### src/rtl/trap_pkg.sv
// Shared definitions for the machine-mode trap unit: CSR addresses,
// exception codes, mstatus bit positions and the sequencing FSM states.
package trap_pkg;

  localparam logic [11:0] CSR_MSTATUS  = 12'h300;
  localparam logic [11:0] CSR_MTVEC    = 12'h305;
  localparam logic [11:0] CSR_MSCRATCH = 12'h340;
  localparam logic [11:0] CSR_MEPC     = 12'h341;
  localparam logic [11:0] CSR_MCAUSE   = 12'h342;
  localparam logic [11:0] CSR_MTVAL    = 12'h343;

  localparam logic [5:0] EXC_EBREAK  = 6'd3;
  localparam logic [5:0] EXC_ECALL_M = 6'd11;

  localparam int MSTATUS_MIE_BIT  = 3;
  localparam int MSTATUS_MPIE_BIT = 7;

  typedef enum logic [1:0] {
    IDLE,
    SAVE,
    RETURN,
    REDIRECT
  } trap_state_t;

endpackage

### src/rtl/trap_unit_if.sv
// Pipeline-facing bundle of the trap unit: exception/MRET requests,
// CSR access port and the fetch redirect handshake.
interface trap_unit_if #(
  parameter int XLEN = 32
);
  logic            exception_valid_in;
  logic [5:0]      exception_num_in;
  logic [XLEN-1:0] exception_pc_in;
  logic [XLEN-1:0] exception_tval_in;
  logic            exception_ready;
  logic            mret_valid;
  logic [11:0]     csr_addr;
  logic            csr_wr_en;
  logic [XLEN-1:0] csr_wr_data;
  logic [XLEN-1:0] csr_rd_data;
  logic            csr_hit;
  logic            flush;
  logic            busy;
  logic            redirect_valid;
  logic [XLEN-1:0] redirect_pc;
  logic            redirect_ready;

  // Pipeline side (execute stage + fetch).
  modport master (
    output exception_valid_in, exception_num_in, exception_pc_in, exception_tval_in,
    output mret_valid, csr_addr, csr_wr_en, csr_wr_data, redirect_ready,
    input  exception_ready, csr_rd_data, csr_hit, flush, busy,
    input  redirect_valid, redirect_pc
  );

  // Trap unit side.
  modport slave (
    input  exception_valid_in, exception_num_in, exception_pc_in, exception_tval_in,
    input  mret_valid, csr_addr, csr_wr_en, csr_wr_data, redirect_ready,
    output exception_ready, csr_rd_data, csr_hit, flush, busy,
    output redirect_valid, redirect_pc
  );

endinterface

### src/rtl/trap_csr_file.sv
// Trap CSR storage (mstatus MIE/MPIE, mtvec, mscratch, mepc, mcause, mtval)
// with write masking and a combinational read mux.
module trap_csr_file
  import trap_pkg::*;
#(
  parameter int              XLEN        = 32,
  parameter logic [XLEN-1:0] RESET_MTVEC = '0
) (
  input  logic            clk,
  input  logic            reset,
  input  logic [11:0]     csr_addr,
  input  logic            csr_wr_en,
  input  logic [XLEN-1:0] csr_wr_data,
  input  logic            save_en,
  input  logic [5:0]      save_num,
  input  logic [XLEN-1:0] save_pc,
  input  logic [XLEN-1:0] save_tval,
  input  logic            mret_en,
  output logic [XLEN-1:0] csr_rd_data,
  output logic            csr_hit,
  output logic [XLEN-1:0] mtvec_q,
  output logic [XLEN-1:0] mepc_q
);

  localparam logic [XLEN-1:0] ALIGN_MASK = ~XLEN'(3);

  logic            mie_q;
  logic            mpie_q;
  logic [XLEN-1:0] mscratch_q;
  logic [5:0]      mcause_q;
  logic [XLEN-1:0] mtval_q;

  // NOTE: sequential state uses non-blocking assignments so every register
  // samples pre-edge values regardless of process evaluation order.
  always_ff @(posedge clk) begin
    if (reset) begin
      mie_q      <= 1'b0;
      mpie_q     <= 1'b0;
      mtvec_q    <= RESET_MTVEC & ALIGN_MASK;
      mscratch_q <= '0;
      mepc_q     <= '0;
      mcause_q   <= '0;
      mtval_q    <= '0;
    end else if (save_en) begin
      mepc_q   <= save_pc & ALIGN_MASK;
      mcause_q <= save_num;
      mtval_q  <= save_tval;
      mpie_q   <= mie_q;
      mie_q    <= 1'b0;
    end else if (mret_en) begin
      mie_q  <= mpie_q;
      mpie_q <= 1'b1;
    end else if (csr_wr_en) begin
      unique case (csr_addr)
        CSR_MSTATUS: begin
          mie_q  <= csr_wr_data[MSTATUS_MIE_BIT];
          mpie_q <= csr_wr_data[MSTATUS_MPIE_BIT];
        end
        CSR_MTVEC:    mtvec_q    <= csr_wr_data & ALIGN_MASK;
        CSR_MSCRATCH: mscratch_q <= csr_wr_data;
        CSR_MEPC:     mepc_q     <= csr_wr_data & ALIGN_MASK;
        CSR_MCAUSE:   mcause_q   <= csr_wr_data[5:0];
        CSR_MTVAL:    mtval_q    <= csr_wr_data;
        default: ;
      endcase
    end
  end

  // NOTE: both outputs get a default first so no path through the case
  // leaves them unassigned (which would infer a latch).
  always_comb begin
    csr_rd_data = '0;
    csr_hit     = 1'b1;
    unique case (csr_addr)
      CSR_MSTATUS: begin
        csr_rd_data[MSTATUS_MIE_BIT]  = mie_q;
        csr_rd_data[MSTATUS_MPIE_BIT] = mpie_q;
      end
      CSR_MTVEC:    csr_rd_data = mtvec_q;
      CSR_MSCRATCH: csr_rd_data = mscratch_q;
      CSR_MEPC:     csr_rd_data = mepc_q;
      CSR_MCAUSE:   csr_rd_data = {{(XLEN-6){1'b0}}, mcause_q};
      CSR_MTVAL:    csr_rd_data = mtval_q;
      default:      csr_hit     = 1'b0;
    endcase
  end

endmodule

### src/rtl/trap_unit.sv
// Machine-mode trap responder: sequences trap entry and MRET, then offers a
// PC redirect to fetch while flushing and stalling the pipeline.
module trap_unit
  import trap_pkg::*;
#(
  parameter int              XLEN        = 32,
  parameter logic [XLEN-1:0] RESET_MTVEC = '0
) (
  input  logic      clk,
  input  logic      reset,
  trap_unit_if.slave bus
);

  trap_state_t     state_q, state_d;
  logic [5:0]      hold_num;
  logic [XLEN-1:0] hold_pc;
  logic [XLEN-1:0] hold_tval;
  logic [XLEN-1:0] target;
  logic [XLEN-1:0] mtvec_q;
  logic [XLEN-1:0] mepc_q;

  logic is_idle;
  logic take_exc;
  logic take_mret;
  logic csr_wr_ok;
  logic save_en;

  // Priority in IDLE: exception, then MRET, then CSR write.
  assign is_idle   = (state_q == IDLE);
  assign take_exc  = is_idle && bus.exception_valid_in;
  assign take_mret = is_idle && !bus.exception_valid_in && bus.mret_valid;
  assign csr_wr_ok = is_idle && !bus.exception_valid_in && !bus.mret_valid && bus.csr_wr_en;
  assign save_en   = (state_q == SAVE);

  always_ff @(posedge clk) begin
    if (reset) state_q <= IDLE;
    else       state_q <= state_d;
  end

  always_comb begin
    state_d = state_q;
    unique case (state_q)
      IDLE: begin
        if (take_exc)       state_d = SAVE;
        else if (take_mret) state_d = RETURN;
      end
      SAVE:     state_d = REDIRECT;
      RETURN:   state_d = REDIRECT;
      REDIRECT: if (bus.redirect_ready) state_d = IDLE;
      default:  state_d = IDLE;
    endcase
  end

  always_comb begin
    bus.exception_ready = is_idle;
    bus.busy            = !is_idle;
    bus.flush           = !is_idle;
    bus.redirect_valid  = (state_q == REDIRECT);
    bus.redirect_pc     = target;
  end

  // Target only changes outside REDIRECT, so redirect_pc holds under backpressure.
  always_ff @(posedge clk) begin
    if (reset) begin
      hold_num  <= '0;
      hold_pc   <= '0;
      hold_tval <= '0;
      target    <= '0;
    end else begin
      if (take_exc) begin
        hold_num  <= bus.exception_num_in;
        hold_pc   <= bus.exception_pc_in;
        hold_tval <= bus.exception_tval_in;
      end
      if (take_mret)    target <= mepc_q;
      else if (save_en) target <= mtvec_q;
    end
  end

  trap_csr_file #(
    .XLEN        (XLEN),
    .RESET_MTVEC (RESET_MTVEC)
  ) u_csr_file (
    .clk         (clk),
    .reset       (reset),
    .csr_addr    (bus.csr_addr),
    .csr_wr_en   (csr_wr_ok),
    .csr_wr_data (bus.csr_wr_data),
    .save_en     (save_en),
    .save_num    (hold_num),
    .save_pc     (hold_pc),
    .save_tval   (hold_tval),
    .mret_en     (take_mret),
    .csr_rd_data (bus.csr_rd_data),
    .csr_hit     (bus.csr_hit),
    .mtvec_q     (mtvec_q),
    .mepc_q      (mepc_q)
  );

endmodule
### src/flat_wrapper.sv
// flat-port wrapper written by rule: the top's interface ports become plain ports
module trap_unit_flat import trap_pkg::*;
#(
  parameter int              XLEN        = 32,
  parameter logic [XLEN-1:0] RESET_MTVEC = '0
)
  (clk, reset, bus_exception_valid_in, bus_exception_num_in, bus_exception_pc_in, bus_exception_tval_in, bus_mret_valid, bus_csr_addr, bus_csr_wr_en, bus_csr_wr_data, bus_redirect_ready, bus_exception_ready, bus_csr_rd_data, bus_csr_hit, bus_flush, bus_busy, bus_redirect_valid, bus_redirect_pc);
  trap_unit_if #(.XLEN(XLEN)) bus_i ();
  input  logic clk;
  input  logic reset;
  input wire logic [$bits(bus_i.exception_valid_in)-1:0] bus_exception_valid_in;
  input wire logic [$bits(bus_i.exception_num_in)-1:0] bus_exception_num_in;
  input wire logic [$bits(bus_i.exception_pc_in)-1:0] bus_exception_pc_in;
  input wire logic [$bits(bus_i.exception_tval_in)-1:0] bus_exception_tval_in;
  input wire logic [$bits(bus_i.mret_valid)-1:0] bus_mret_valid;
  input wire logic [$bits(bus_i.csr_addr)-1:0] bus_csr_addr;
  input wire logic [$bits(bus_i.csr_wr_en)-1:0] bus_csr_wr_en;
  input wire logic [$bits(bus_i.csr_wr_data)-1:0] bus_csr_wr_data;
  input wire logic [$bits(bus_i.redirect_ready)-1:0] bus_redirect_ready;
  output wire logic [$bits(bus_i.exception_ready)-1:0] bus_exception_ready;
  output wire logic [$bits(bus_i.csr_rd_data)-1:0] bus_csr_rd_data;
  output wire logic [$bits(bus_i.csr_hit)-1:0] bus_csr_hit;
  output wire logic [$bits(bus_i.flush)-1:0] bus_flush;
  output wire logic [$bits(bus_i.busy)-1:0] bus_busy;
  output wire logic [$bits(bus_i.redirect_valid)-1:0] bus_redirect_valid;
  output wire logic [$bits(bus_i.redirect_pc)-1:0] bus_redirect_pc;
  assign bus_i.exception_valid_in = bus_exception_valid_in;
  assign bus_i.exception_num_in = bus_exception_num_in;
  assign bus_i.exception_pc_in = bus_exception_pc_in;
  assign bus_i.exception_tval_in = bus_exception_tval_in;
  assign bus_i.mret_valid = bus_mret_valid;
  assign bus_i.csr_addr = bus_csr_addr;
  assign bus_i.csr_wr_en = bus_csr_wr_en;
  assign bus_i.csr_wr_data = bus_csr_wr_data;
  assign bus_i.redirect_ready = bus_redirect_ready;
  assign bus_exception_ready = bus_i.exception_ready;
  assign bus_csr_rd_data = bus_i.csr_rd_data;
  assign bus_csr_hit = bus_i.csr_hit;
  assign bus_flush = bus_i.flush;
  assign bus_busy = bus_i.busy;
  assign bus_redirect_valid = bus_i.redirect_valid;
  assign bus_redirect_pc = bus_i.redirect_pc;
  trap_unit #(.XLEN(XLEN), .RESET_MTVEC(RESET_MTVEC)) u_core (.clk(clk), .reset(reset), .bus(bus_i));
endmodule
### config.mk
export PLATFORM = sky130hd
export DESIGN_NAME = trap_unit_flat
export DESIGN_NICKNAME = d
export VERILOG_FILES = /design/src/rtl/trap_pkg.sv /design/src/rtl/trap_unit_if.sv /design/src/rtl/trap_csr_file.sv /design/src/rtl/trap_unit.sv /design/src/flat_wrapper.sv
export SDC_FILE = /design/constraint.sdc
export NUM_CORES = 1
export LEC_CHECK = 0
export ABC_CLOCK_PERIOD_IN_PS = 4100
export CAP_MARGIN = 0
export CORE_ASPECT_RATIO = 0.8
export CORE_MARGIN = 2
export CORE_UTILIZATION = 48
export DETAILED_ROUTE_END_ITERATION = 10
export GPL_ROUTABILITY_DRIVEN = 0
export PLACE_DENSITY = 0.86
export SLEW_MARGIN = 20
export SYNTH_ARGS = -nofsm -noshare
export SYNTH_HDL_FRONTEND = slang
export SYNTH_SLANG_ARGS = --single-unit
export TNS_END_PERCENT = 1
### constraint.sdc
create_clock -name clk -period 4.1 [get_ports clk]
set_input_delay 1.23 -clock clk [delete_from_list [all_inputs] [get_ports clk]]
set_output_delay 1.23 -clock clk [all_outputs]
set_load 0.03 [all_outputs]
# Word level (Yosys, flattened, before mapping)
# Index checks and enable logic that the tools add are counted.
# Widths: inputs -> output; s select.
[totals]
ff_bits = 236
word_cells = 86
romBits = 0
mem_count = 0
latch_bits = 0
ramBits = 0
[op_classes]
n_addsub = 0
n_eq_ne = 12
reduce_logical = 29
n_div = 0
muxes = 31
mul = 0
magnitude_cmp = 0
n_shift = 0
bitwise_logic = 2
[ops]
columns = ["operator", "n"]
rows = [
  ["$mux 32", 10],
  ["$pmux 24 s4", 1],
  ["$eq 12x10->1 const B", 6],
  ["$pmux 3 s5", 2],
  ["$mux 6", 4],
  ["$reduce_bool 2->1", 7],
  ["$reduce_and 3->1", 3],
  ["$mux 1", 8],
  ["$reduce_and 4->1", 2],
  ["$mux 2", 3],
  ["$pmux 1 s6", 1],
  ["$pmux 2 s3", 1],
  ["$reduce_and 2->1", 3],
  ["$reduce_bool 3->1", 2],
  ["$reduce_or 6->1", 1],
  ["$logic_and 1x1->1", 5],
  ["$pmux 1 s5", 1],
  ["$eq 2x2->1 const B", 2],
  ["$ne 2x2->1 const B", 2],
  ["$reduce_or 2->1", 2],
  ["$logic_not 1->1", 3],
  ["$ne 3x3->1 const B", 1],
  ["$eq 2x1->1 const B", 1],
  ["$logic_not 2->1", 1],
  ["$not 1->1", 2],
]

# Depth between registers and ports, before layout
[depth]
depth_word = 7
depth_mapped = 8

# Modules after synthesis
# Synthesis repeated with hierarchy kept, for this count alone.
[unflattened]
hier_cells = 1317
hier_area_um2 = 10694.0
[by_module_without_submodules]
columns = ["mod", "area_per_inst_um2", "instances", "cells_per_inst"]
rows = [
  ["trap_csr_file", 6706.4, 1, 845],
  ["trap_unit", 3987.6, 1, 472],
]

# Worst setup path after synthesis
# No wires, ideal clock.
[synth_timing]
path_type = "in2out"
from = "input bus_csr_addr[11]"
to = "output bus_csr_rd_data[3]"
cell_stages = 6
required_ns = 2.870
path_slack_ns = -0.210
t_arrival_ns = 3.080
cell_sequence = "or4_1 buf_2 nor4_2 clkbuf_1 a22oi_1 o21ai_0"
[synth_between]
elab_chain_len = 2
[synth_lines]
columns = ["item", "line", "text"]
rows = [
  ["from (decl)", "flat_wrapper.sv:16", "input wire logic [$bits(bus_i.csr_addr)-1:0] bus_csr_addr;"],
  ["$eq 12x10->1", "trap_csr_file.sv:74", "unique case (csr_addr)"],
  ["$pmux 1 s6 *", "trap_csr_file.sv:74", ""],
  ["to (decl)", "flat_wrapper.sv:21", "output wire logic [$bits(bus_i.csr_rd_data)-1:0] bus_csr_rd_data;"],
]
# Mark *: on every way between the ends. The rest lies on a longest branch, timed or not.

# Final worst setup path
[layout_timing]
from = "input bus_csr_addr[10]"
to = "output bus_csr_rd_data[23]"
[layout_between]
elab_chain_len = 2
[layout_lines]
columns = ["item", "line"]
rows = [
  ["$eq 12x10->1", "trap_csr_file.sv:74"],
  ["$pmux 24 s4 *", "trap_csr_file.sv:74"],
]
# Marked as above.

==> summary.md <==
| Metric | Value |
|---|---|
| Outcome | finished, violations left |
| Failing checks | negative setup slack |
| IO Port Bufs | 184 |
| Primary FF master, synth | dfxtp_1 |
| CTS H-tree lvls | 1 |
| Max clock buf depth | 3 |
| CP Buf/Inv Count | 5 |
| Via count | 10,700 |
| First-pass GRT wire length | 52,500 um |
| Post-Syn Area per Cell | 8.25 um2 |
| Initial antenna violation count | 3 |
| Overflow left after global routing | 0 |
| Layout cells sized above 1 | 13.9% |
| Post-synth top area share | 43.5% |
| HP Class | flip-flop to flip-flop |
| Number of global-route vias before repair | 9,940 |
| Post-DR wirelength/cell | 19.3 um |
| Ys async rst share | 0% |
| Count of cell types in the netlist | 49 |
| Chip width | 171 um |
| Crit-path max FO | 6 |
| Overall power | 7.44 mW |
| Die area | 23,500 um2 |
| Critical Path Stages | 9 |
| Final WL | 33,900 um |
| Critical Path, Cell by Cell | buf_6 -> or4_4 -> nor4_4 -> buf_6 -> buf_12 -> buf_12 -> a22oi_2 -> nand2_2 -> buf_6 |
| Fin Setup TNS | -2.09 ns |
| Final WS setup | -0.112 ns |
| Worst endpoint required time | 2.87 ns |
| Setup Viol. Count Final | 28 |
| TritonCTS clock tree | yes |
| Final hold vios | 0 |
| Cells on worst reg2reg path | 8 |
| Cell family with most CP delay | simple AND/OR/NAND/NOR gates |
| Slowest stage delay, CP | 0.56 ns |
| All-Layer GR Usage | 27.9% |
| Core Area | 21,700 um2 |
| Reg clk slew, reported paths | 0.06 ns |
| Drc violations | 0 |
| Largest area contributor in the netlist | dfxtp_1 |
| Sequential share of the synthesized area | 43.5% |
| Worst Setup Path Type | input pin to output pin |
| Synth Instances | 1,295 |
| Post-synth EDFFs | 0 |
| Final core utilization | 65.3% |
| Int Power | 4.87 mW |
| Clock Skews | 0.00498 ns |
| Crit end category | output pin |
| Slew @ Worst Pin | 1.09 ns |
| Area Growth Syn to Fin | 32.6% |
| Share of power burned in registers | 40.8% |
| Period utilisation layout | 103% |
| Die Y | 137 um |
| Hold Slack | 0.453 ns |
| Initial core utilization | 49.3% |
| Synth top area cells | dfxtp_1 (43%), a21oi_1 (6.2%), nand2_1 (5.9%) |
| Synth warn | 0 |
| Most common cell after layout, fill and taps aside | dfxtp_1 |
| P_leak | 4.96 nW |
| RSZ-0062 raised after global routing | yes |
| Drt pass-1 iters | 6 |
| Pwr dens | 526 nW/um2 |
| Clk Tree Root Cell | clkbuf_16 |
| First DRT Iteration DRCs | 1,284 |
| Synthesized area | 10,700 um2 |
| CP max-delay cell | or4_4 |
| Clk sinks | 232 |
| CTS buffer count | 24 |
| Combinational share of power | 30.5% |
| Worst rel slew slack | 27.3% |
| Commonest non-fill, non-tap cells in the layout | dfxtp_1 (232), nand2_1 (159), clkdlybuf4s50_1 (138) |
| Tmin final | 4.21 ns |
| Layout Nets | 1,564 |
| Total of max-cap violations | 0 |
| Row count | 48 |
| Worst hold stages | 2 |
| Critical Path AT | 2.98 ns |
| Sw Share | 34.5% |
| Routed Antenna Nets | 0 |
| Largest net degree at the start of global routing | 239 |
| Crit path launch type | input pin |
| Max VDD drop | 0.000458 V |
| Sw Pwr | 2.57 mW |
| Vias per cell | 6.06 |
| Fmax | 237 MHz |
| Clk_lat worst skew | 0.52 ns |
| Cell mode on critical path | buf_6 |
| Final Max Slew Viols | 0 |
| Post-synthesis register bit count | 232 |
| Clk pwr share | 28.7% |
| Post-DP HPWL | 20,900 um |
| Num ports | 189 |
## area by class of cell
| cell class | count | area (um2) |
|---|---|---|
| diodes | 1 | 2.50 |
| clock buffers | 37 | 741 |
| clock inverters | 6 | 35.0 |
| fillers | 1755 | 7520 |
| inverters | 43 | 161 |
| multi-input cells | 881 | 5480 |
| flip-flops and latches | 232 | 4640 |
| well taps | 300 | 375 |
| repair buffers | 258 | 2720 |
## worst paths after layout
path	from	end	slack [ns]
worst min register to register	u_core.hold_tval[7]	u_core.hold_tval[7]	0.45
worst max-delay path	bus_csr_addr[10]	bus_csr_rd_data[23]	-0.11
worst min-delay path	u_core.hold_tval[7]	u_core.hold_tval[7]	0.45
worst max register to register	u_core.state_q[1]	u_core.u_csr_file.mscratch_q[1]	1.44
## flip-flops by register name (all words and copies together) (netlist names)
signal,count
u_core.hold_num,6
u_core.u_csr_file.mpie_q,1
u_core.u_csr_file.mcause_q,6
u_core.u_csr_file.mtvec_q,30
u_core.state_q,2
u_core.hold_pc,30
u_core.bus.redirect_pc,30
u_core.u_csr_file.mepc_q,30
u_core.u_csr_file.mie_q,1
u_core.hold_tval,32
u_core.u_csr_file.mscratch_q,32
u_core.u_csr_file.mtval_q,32
## power by group through the flow
stage / clock, mW / sequential (mW) / combinational [mW]
after floorplan: 0 / 3.07 / 1.49
after global placement: 0 / 3.04 / 2.16
after detailed placement: 0 / 3.06 / 2.24
after CTS: 2.16 / 3.02 / 2.25
after global routing: 2.26 / 3.08 / 2.49
final: 2.14 / 3.04 / 2.27
## cells in the mapped netlist, drive strengths merged (3+ instances only)
library cell	number
nor3	69
nand2	168
a22o	4
inv	43
a211oi	32
ha	4
nor3b	68
nand4	3
a2111oi	37
o41ai	32
dfxtp	232
nor2b	31
mux2i	39
a22oi	54
nor2	41
nor4	37
clkbuf	107
a21oi	133
buf	33
nand3b	4
o21ai	31
nand3	65
## worst reg2reg max path, cell delays in order, from the launching register on
cell	delay, ns
dfxtp_1	0.33
inv_1	0.13
ha_1	0.32
nor4bb_1	0.33
buf_4	0.19
nand2b_2	0.32
buf_12	0.33
o41ai_1	0.43
a21oi_1	0.14
## logic make-up after synthesis
logic type | share of synthesized area (%)
simple gates | 24.8
mux | 4.18
fa+ha+maj | 0.468
buf+inv | 6.92
compound gates | 20.1
flops | 43.5
other cells | 0.0351
## per-layer routing
metal | up-vias | track usage [%] | share of wire [%]
li1 | 4976 | - | -
met2 | 587 | 42.6 | 44
met3 | 69 | 6.49 | 10
met5 | - | 0 | 0.032
met4 | 2 | 7.36 | 2.1
met1 | 5021 | 39.6 | 44
## repair_timing
| item | 4_1_cts | 5_1_grt |
|---|---|---|
| cloned | 5 | 1 |
| gates resized for setup | 80 | 25 |
| buffers inserted | 11 | 4 |
| pin swaps | 17 | 29 |
| hold buffers | 0 | 0 |
| setup endpoints to repair | 33 | 32 |
## per-stage QoR
stage | area (um2) | cells | setup slack, ns
after floorplan | 10700 | 1296 | -0.0475
after global placement | 12900 | 1696 | -0.566
after detailed placement | 12900 | 1696 | -0.573
after CTS | 14000 | 1755 | -0.0625
after global routing | 14200 | 1757 | -0.154
final | 14200 | 1758 | -0.112
Power figures use the tool's default switching activity.
